## config.mk

```make
export PLATFORM = sky130hd
export DESIGN_NAME = reduction_mux_pipe
export DESIGN_NICKNAME = d
export VERILOG_FILES = /design/src/rtl/reduction_mux_pipe_pkg.sv /design/src/rtl/reduction_lane_sel.sv /design/src/rtl/reduction_mux_pipe.sv
export SDC_FILE = /design/constraint.sdc
export NUM_CORES = 1
export LEC_CHECK = 0
export ABC_CLOCK_PERIOD_IN_PS = 2400
export CAP_MARGIN = 20
export CORE_MARGIN = 5
export CORE_UTILIZATION = 48
export DETAILED_ROUTE_END_ITERATION = 8
export HOLD_SLACK_MARGIN = 0.02
export PLACE_DENSITY = 0.87
export SETUP_SLACK_MARGIN = 0.05
export SKIP_LAST_GASP = 1
export SLEW_MARGIN = 5
export SYNTH_ARGS = -nofsm -noshare
export SYNTH_HDL_FRONTEND = slang
export SYNTH_SLANG_ARGS = --single-unit
```

## constraint.sdc

```tcl
create_clock -name clk -period 2.4 [get_ports clk]
set_input_delay 0.48 -clock clk [delete_from_list [all_inputs] [get_ports clk]]
set_output_delay 0.48 -clock clk [all_outputs]
set_load 0.05 [all_outputs]
```

## src/rtl/reduction_mux_pipe_pkg.sv

```systemverilog
// Shared definitions for the reduction mux pipeline and the downstream adder-tree stage.
package reduction_mux_pipe_pkg;

  // Elastic buffer occupancy states
  typedef enum logic [1:0] {
    ST_EMPTY = 2'd0,
    ST_ONE   = 2'd1,
    ST_FULL  = 2'd2
  } buf_state_e;

  // Edge tag width per word
  localparam int TAG_W = 2;

  // LSB position of slice idx in a flat vector of w-bit slices
  function automatic int lane_lsb(input int idx, input int w);
    return idx * w;
  endfunction

endpackage

```

## src/rtl/reduction_lane_sel.sv

```systemverilog
// Single output lane: picks one input word and its tag, flags out-of-range selects.
import reduction_mux_pipe_pkg::*;

module reduction_lane_sel #(
  parameter int DW_DATA = 8,
  parameter int NUM_IN  = 4,
  parameter int SEL_IN  = 2
) (
  input  logic [DW_DATA*NUM_IN-1:0] i_data,
  input  logic [TAG_W*NUM_IN-1:0]   i_tag,
  input  logic [SEL_IN-1:0]         i_sel,
  output logic [DW_DATA-1:0]        o_data,
  output logic [TAG_W-1:0]          o_tag,
  output logic                      o_err
);

  // Scan every legal index so an out-of-range select never indexes past the vector;
  // no match leaves data/tag at zero and raises the error flag.
  always_comb begin
    o_data = '0;
    o_tag  = '0;
    o_err  = 1'b1;
    for (int i = 0; i < NUM_IN; i++) begin
      if (32'(i_sel) == i) begin
        o_data = i_data[lane_lsb(i, DW_DATA) +: DW_DATA];
        o_tag  = i_tag[lane_lsb(i, TAG_W) +: TAG_W];
        o_err  = 1'b0;
      end
    end
  end

endmodule

```

## src/rtl/reduction_mux_pipe.sv

```systemverilog
// Pipelined reduction mux: NUM_OUT lane selects into a 2-entry elastic buffer
// (main register drives the outputs, skid register absorbs one extra beat).
//
//  state    | meaning
//  ---------+-------------------------------------------
//  ST_EMPTY | no beat held, outputs invalid
//  ST_ONE   | main holds a beat, skid free
//  ST_FULL  | main and skid hold beats, input stalled
import reduction_mux_pipe_pkg::*;

module reduction_mux_pipe #(
  parameter int DW_DATA = 8,
  parameter int NUM_IN  = 4,
  parameter int SEL_IN  = 2,
  parameter int NUM_OUT = 2,
  parameter int CNT_W   = 16
) (
  input  logic                       clk,
  input  logic                       rst,
  input  logic                       in_valid,
  output logic                       in_ready,
  input  logic [DW_DATA*NUM_IN-1:0]  in,
  input  logic [TAG_W*NUM_IN-1:0]    edge_tag_in,
  input  logic [SEL_IN*NUM_OUT-1:0]  sel,
  output logic                       out_valid,
  input  logic                       out_ready,
  output logic [DW_DATA*NUM_OUT-1:0] out,
  output logic [TAG_W*NUM_OUT-1:0]   edge_tag_out,
  output logic [NUM_OUT-1:0]         sel_err,
  output logic                       err_sticky,
  input  logic                       err_clr,
  output logic [CNT_W-1:0]           beat_cnt,
  input  logic                       cnt_clr
);

  localparam int DATA_W = DW_DATA * NUM_OUT;
  localparam int TAGS_W = TAG_W * NUM_OUT;

  buf_state_e r_state;
  buf_state_e w_state_nxt;

  logic              r_in_ready;
  logic [DATA_W-1:0] r_main_data;
  logic [TAGS_W-1:0] r_main_tag;
  logic [NUM_OUT-1:0] r_main_err;
  logic [DATA_W-1:0] r_skid_data;
  logic [TAGS_W-1:0] r_skid_tag;
  logic [NUM_OUT-1:0] r_skid_err;
  logic              r_err_sticky;
  logic [CNT_W-1:0]  r_beat_cnt;

  logic [DATA_W-1:0]  w_lane_data;
  logic [TAGS_W-1:0]  w_lane_tag;
  logic [NUM_OUT-1:0] w_lane_err;
  logic w_out_valid;
  logic w_accept;
  logic w_pop;
  logic w_ld_main_in;
  logic w_ld_main_skid;
  logic w_ld_skid;

  for (genvar k = 0; k < NUM_OUT; k++) begin : g_lane
    reduction_lane_sel #(
      .DW_DATA (DW_DATA),
      .NUM_IN  (NUM_IN),
      .SEL_IN  (SEL_IN)
    ) u_lane (
      .i_data (in),
      .i_tag  (edge_tag_in),
      .i_sel  (sel[k*SEL_IN +: SEL_IN]),
      .o_data (w_lane_data[k*DW_DATA +: DW_DATA]),
      .o_tag  (w_lane_tag[k*TAG_W +: TAG_W]),
      .o_err  (w_lane_err[k])
    );
  end

  assign w_out_valid = (r_state != ST_EMPTY);
  assign w_accept    = in_valid && r_in_ready;
  assign w_pop       = w_out_valid && out_ready;

  // Next-state and buffer load controls; FULL never sees an accept since in_ready is low there
  always_comb begin
    w_state_nxt    = r_state;
    w_ld_main_in   = 1'b0;
    w_ld_main_skid = 1'b0;
    w_ld_skid      = 1'b0;
    case (r_state)
      ST_EMPTY: begin
        if (w_accept) begin
          w_state_nxt  = ST_ONE;
          w_ld_main_in = 1'b1;
        end
      end
      ST_ONE: begin
        if (w_accept && w_pop) begin
          w_ld_main_in = 1'b1;
        end else if (w_accept) begin
          w_state_nxt = ST_FULL;
          w_ld_skid   = 1'b1;
        end else if (w_pop) begin
          w_state_nxt = ST_EMPTY;
        end
      end
      ST_FULL: begin
        if (w_pop) begin
          w_state_nxt    = ST_ONE;
          w_ld_main_skid = 1'b1;
        end
      end
      default: w_state_nxt = ST_EMPTY;
    endcase
  end

  // State register and registered ready, taken from next-state
  always_ff @(posedge clk or posedge rst) begin
    if (rst) begin
      r_state    <= ST_EMPTY;
      r_in_ready <= 1'b1;
    end else begin
      r_state    <= w_state_nxt;
      r_in_ready <= (w_state_nxt != ST_FULL);
    end
  end

  // Main register: loads a fresh beat or takes the skid beat; otherwise holds
  always_ff @(posedge clk or posedge rst) begin
    if (rst) begin
      r_main_data <= '0;
      r_main_tag  <= '0;
      r_main_err  <= '0;
    end else if (w_ld_main_in) begin
      r_main_data <= w_lane_data;
      r_main_tag  <= w_lane_tag;
      r_main_err  <= w_lane_err;
    end else if (w_ld_main_skid) begin
      r_main_data <= r_skid_data;
      r_main_tag  <= r_skid_tag;
      r_main_err  <= r_skid_err;
    end
  end

  // Skid register: captures the beat accepted while main is stalled
  always_ff @(posedge clk or posedge rst) begin
    if (rst) begin
      r_skid_data <= '0;
      r_skid_tag  <= '0;
      r_skid_err  <= '0;
    end else if (w_ld_skid) begin
      r_skid_data <= w_lane_data;
      r_skid_tag  <= w_lane_tag;
      r_skid_err  <= w_lane_err;
    end
  end

  // Sticky error: a setting accept wins over a same-cycle clear
  always_ff @(posedge clk or posedge rst) begin
    if (rst) begin
      r_err_sticky <= 1'b0;
    end else if (w_accept && (|w_lane_err)) begin
      r_err_sticky <= 1'b1;
    end else if (err_clr) begin
      r_err_sticky <= 1'b0;
    end
  end

  // Output handshake counter, wraps naturally; clear wins over a same-cycle pop
  always_ff @(posedge clk or posedge rst) begin
    if (rst) begin
      r_beat_cnt <= '0;
    end else if (cnt_clr) begin
      r_beat_cnt <= '0;
    end else if (w_pop) begin
      r_beat_cnt <= r_beat_cnt + CNT_W'(1);
    end
  end

  assign in_ready     = r_in_ready;
  assign out_valid    = w_out_valid;
  assign out          = r_main_data;
  assign edge_tag_out = r_main_tag;
  assign sel_err      = r_main_err;
  assign err_sticky   = r_err_sticky;
  assign beat_cnt     = r_beat_cnt;

endmodule

```

---- Word-level counts from Yosys, hierarchy flattened ----
Index checks and enable logic that the tools add are counted.
word-level totals
  logic and storage cells ................. 79
  register bits after elaboration ......... 64
cells by class
  muxes and demuxes ....................... 47
  reduce and logical (&&, ||, !) cells .... 12
  add/sub/neg operators ................... 1
  equality and inequality tests ........... 9
operator list
  cell                   number
  $mux 16                4
  $mux 8                 8
  $mux 2                 15
  $add 16x1->16 const B  1
  $mux 1                 16
  $eq 2x2->1 const B     5
  $mux 4                 2
  $reduce_bool 2->1      4
  $eq 2x1->1 const B     3
  $logic_not 2->1        3
  $pmux 2 s3             1
  $logic_and 1x1->1      4
  $ne 2x2->1 const B     1
  $pmux 1 s2             1
  $reduce_or 2->1        1

---- Depth between registers and ports, before layout ----
  depth after elaboration ................. 8
  mapped depth ............................ 6
  depth with buffers taken out ............ 5

---- Hierarchy ----
From an unflattened synthesis, not the netlist that was laid out.
second synthesis, totals
  cells, all modules ...................... 258
  area, all modules ....................... 3530.9 um2
by module, submodules not included
  module              cells each  area an instance (um2)  instances
  reduction_mux_pipe  230         3025.4                  1
  reduction_lane_sel  14          252.7                   2

---- Worst setup path before layout ----
Ideal clock, no wire load.
  path type ............................... reg2reg
  start point ............................. reg r_beat_cnt[5] (netlist: beat_cnt[5])
  end point ............................... reg r_beat_cnt[15] (netlist: beat_cnt[15])
  required time ........................... 2322 ps
  library setup time ...................... 78 ps
  cell stages (with the launch flop) ...... 5
  slack ................................... 349 ps
  data arrival time ....................... 1974 ps
  cell sequence ........................... dfrtp_1 nand4_2 or3_4 or4_1 a21oi_1
between the ends
  cells in the longest elaborated chain, start to end .. 3
ends and longest elaborated chain
  element                   line                       source
  start: declaration        reduction_mux_pipe.sv:50   logic [CNT_W-1:0] r_beat_cnt;
  start signal: assignment  reduction_mux_pipe.sv:173  r_beat_cnt <= r_beat_cnt + CNT_W'(1);
  $add 16x1->16             reduction_mux_pipe.sv:173
  $mux 16                   reduction_mux_pipe.sv:172  end else if (w_pop) begin
  $mux 16                   reduction_mux_pipe.sv:170  end else if (cnt_clr) begin
Every way passes these cells. The select of a mux whose other input is x is not followed.
A chain may end at the register's enable or synchronous reset.

---- Worst setup path in the final report ----
  start point ............................. reg r_in_ready (netlist: in_ready)
  end point ............................... out in_ready
RTL lines
  element                   line                       source
  start: declaration        reduction_mux_pipe.sv:42   logic r_in_ready;
  start signal: assignment  reduction_mux_pipe.sv:121  r_in_ready <= (w_state_nxt != ST_FULL);
  end: declaration          reduction_mux_pipe.sv:21   output logic in_ready,
No word-level cell between the ends.

==> run summary <==
met2 usage = 0.338
Synth area leader = dfrtp_1
Worst-Skew Late Latency = 330 ps
Vias/cell = 5.63
Req. time, crit path = 1920 ps
largest net degree at the start of global routing = 41
pwr/cell area = 1010 nW/um^2
Ant. Diodes = 0
top cells by area, synth = dfrtp_1 (49%), mux4_2 (14%), mux2_2 (7.0%)
routed vias = 2612
CP Capture Type = output port
vias in the first global route = 2720
drt first pass iters = 4
share of the synthesized area in the top cell type = 0.488
CTS tree = done
H-tree Lvls = 3
CP peak stage delay = 810 ps
Clock Sinks = 64
outcome = finished clean
Rows = 29
worst relative slew slack = 0.526
Mapped Cells = 288
Leak = 1.83 nW
EDFF count, synth = 0
Top Ports = 91
CP Launch Type = flop
Distinct cells, synth = 36
slowest CP cell = clkdlybuf4s50_1
#FFs+latches synth = 64
routability cong. = 0.835
Die W = 92.0 microns
Clock Path Buffers = 2
initial DRC count = 88
sequential area share after synthesis = 0.497
Area Growth Syn to Fin = 39.0%
Post-Syn Area = 3230 sq um
Die Height = 92.0 microns
core box area = 6460 sq um
Peak supply drop = 533 uV
Die Area = 8460 sq um
RSZ-0062 raised after global routing = no
Final min period = 2170 ps
HPWL after DPL = 6.01 mm
GRT Overall Usage = 0.191
DRT antenna net count = 0
GRT Residual Overflow = 0
worst-margin pin slew = 711 ps
Final Cycle Share = 0.904
initial antenna violation count = 0
first-pass GRT wire length = 12.8 mm
final hold vios = 0
final setup fails = 0
final wirelength = 7.90 mm
Util after Layout = 0.694
filler cell count = 476
CTS buffer count = 9
Total Neg Setup Slack = 0 ps
Initial Util = 0.500
Post-synth top flop = dfrtp_1
Worst Path Class, Setup = flop to output port
drc violations = 0
Ys Warns = 0
fin nets = 433
CTS root buffer = clkbuf_8
post-synthesis average cell area = 11.2 sq um
CP top delay family = buffers and inverters
grt met3 use = 0.0507
FMAX = 0.461 GHz
FFs w/ async S/R, synth = 1.00
Clock transition at path regs = 70 ps
CP cell instances = clkdlybuf4s50_1
Worst Skew = 8.40 ps
Slew Limit Fails = 0
Synthesized Nets = 339
crit path max fanout = 4
# hold bufs at CTS = 0
Post-CTS Setup Inserts = 0
GR peak layer = met2
Worst EP arrival = 1690 ps
Max Cap Viol = 0
Buf/Inv on CP = 1
met1 Resource Use GR = 0.225
layout cells sized above 1 = 0.196
number of port buffers = 90
Worst Hold Class = flop to flop
DR WL/cell = 17.0 microns
## report_power, final
part / leakage, nW / switching, mW / internal [mW] / total [mW]
combinational: 0.938 / 1.14 / 0.769 / 1.91
sequential: 0.788 / 0.237 / 1.44 / 1.68
clock: 0.103 / 0.388 / 0.534 / 0.922
total: 1.83 / 1.77 / 2.74 / 4.51
## registers in the layout (all words and copies together), names as in the netlist
name and count:
r_skid_tag 4, edge_tag_out 4, in_ready 1, r_skid_data 16, sel_err 2, err_sticky 1
out 16, r_skid_err 2, beat_cnt 16, r_state 2
## cells in the final DEF (no fill, tap or decap), types with 8 or more instances in the layout
| cell type | n |
|---|---|
| buf_4 | 8 |
| a31oi_1 | 17 |
| mux4_2 | 20 |
| mux2_2 | 20 |
| nand2_1 | 44 |
| clkbuf_8 | 11 |
| dfrtp_1 | 63 |
| clkdlybuf4s50_1 | 89 |
| nor2_1 | 35 |
## worst register-to-register path: stages (launching register included)
cell and delay (ps):
dfrtp_1 470, nand4_2 190, or3_4 460, or4_1 510, a21oi_1 140
## path summary, 6_finish.rpt
path | depth (start not counted) | slack (ps) | from | to
setup / recovery | 1 | 230 | in_ready$_DFF_PP1_ | in_ready
hold / removal | 1 | 510 | r_skid_data[9]$_DFFE_PP0P_ | r_skid_data[9]$_DFFE_PP0P_
setup reg to reg | 4 | 550 | beat_cnt[5]$_DFFE_PP0P_ | beat_cnt[15]$_DFFE_PP0P_
hold reg to reg | 1 | 510 | r_skid_data[9]$_DFFE_PP0P_ | r_skid_data[9]$_DFFE_PP0P_
max in group asynchronous | 3 | 1270 | rst | out[3]$_DFFE_PP0P_
min in group asynchronous | 2 | 530 | rst | beat_cnt[12]$_DFFE_PP0P_
## metrics by stage
| stage | hold slack (ps) | setup WS (ps) | cells | cell area, sq um | power, mW |
|---|---|---|---|---|---|
| floorplan | 464 | 324 | 288 | 3230 | 2.90 |
| global placement | 486 | 262 | 448 | 4290 | 3.54 |
| detailed placement | 494 | 169 | 448 | 4290 | 3.61 |
| CTS | 508 | 204 | 464 | 4490 | 4.54 |
| global route | 534 | 188 | 464 | 4490 | 4.73 |
| finish | 512 | 231 | 464 | 4490 | 4.51 |
## timing repair
action / 4_1_cts / 5_1_grt
resized for setup: 1 / 0
setup endpoints to repair: 1 / 0
endpoints found under the hold margin: 0 / 0
## cells in the mapped netlist, types with 2 or more instances
cell type  count
a21oi_1        7
a31oi_1       17
buf_1          2
buf_2          7
clkbuf_1      10
dfrtp_1       63
inv_1          4
mux2_2        20
mux2i_1        2
mux4_2        20
nand2_1       44
nand3_1        3
nand4_1        2
nor2_1        35
nor2b_1        4
nor3_1         7
nor4_1         5
o21ai_0        2
o22ai_1        4
or2_2          3
or3_2          2
xnor2_1        7
xor2_1         5
## per-layer routing
metal	vias to the layer above	part of all wire
met1	1280	0.41
met5	-	0
met3	10	0.078
met2	102	0.51
met4	0	0.0094
li1	1220	-
## layout make-up
cell class                      count  area [sq um]  area share
Multi-Input combinational cell    201          1530       0.342
Timing Repair Buffer              102          1040       0.232
Inverter                            4          15.0     0.00335
Sequential cell                    64          1600       0.357
Clock inverter                      3          40.0     0.00893
Tap cell                           77          96.3      0.0215
Clock buffer                       13           159      0.0354
## cells by family after synthesis
kind of cell	synth area share
and+or+nand+nor	0.157
DFF	0.497
muxes	0.216
AOI/OAI and AO/OA	0.0647
buffers and inverters	0.0295
xor gates and xnor gates	0.0326
adders and majority gates	0.00388
Note: power is estimated with default switching activity, not from simulation.
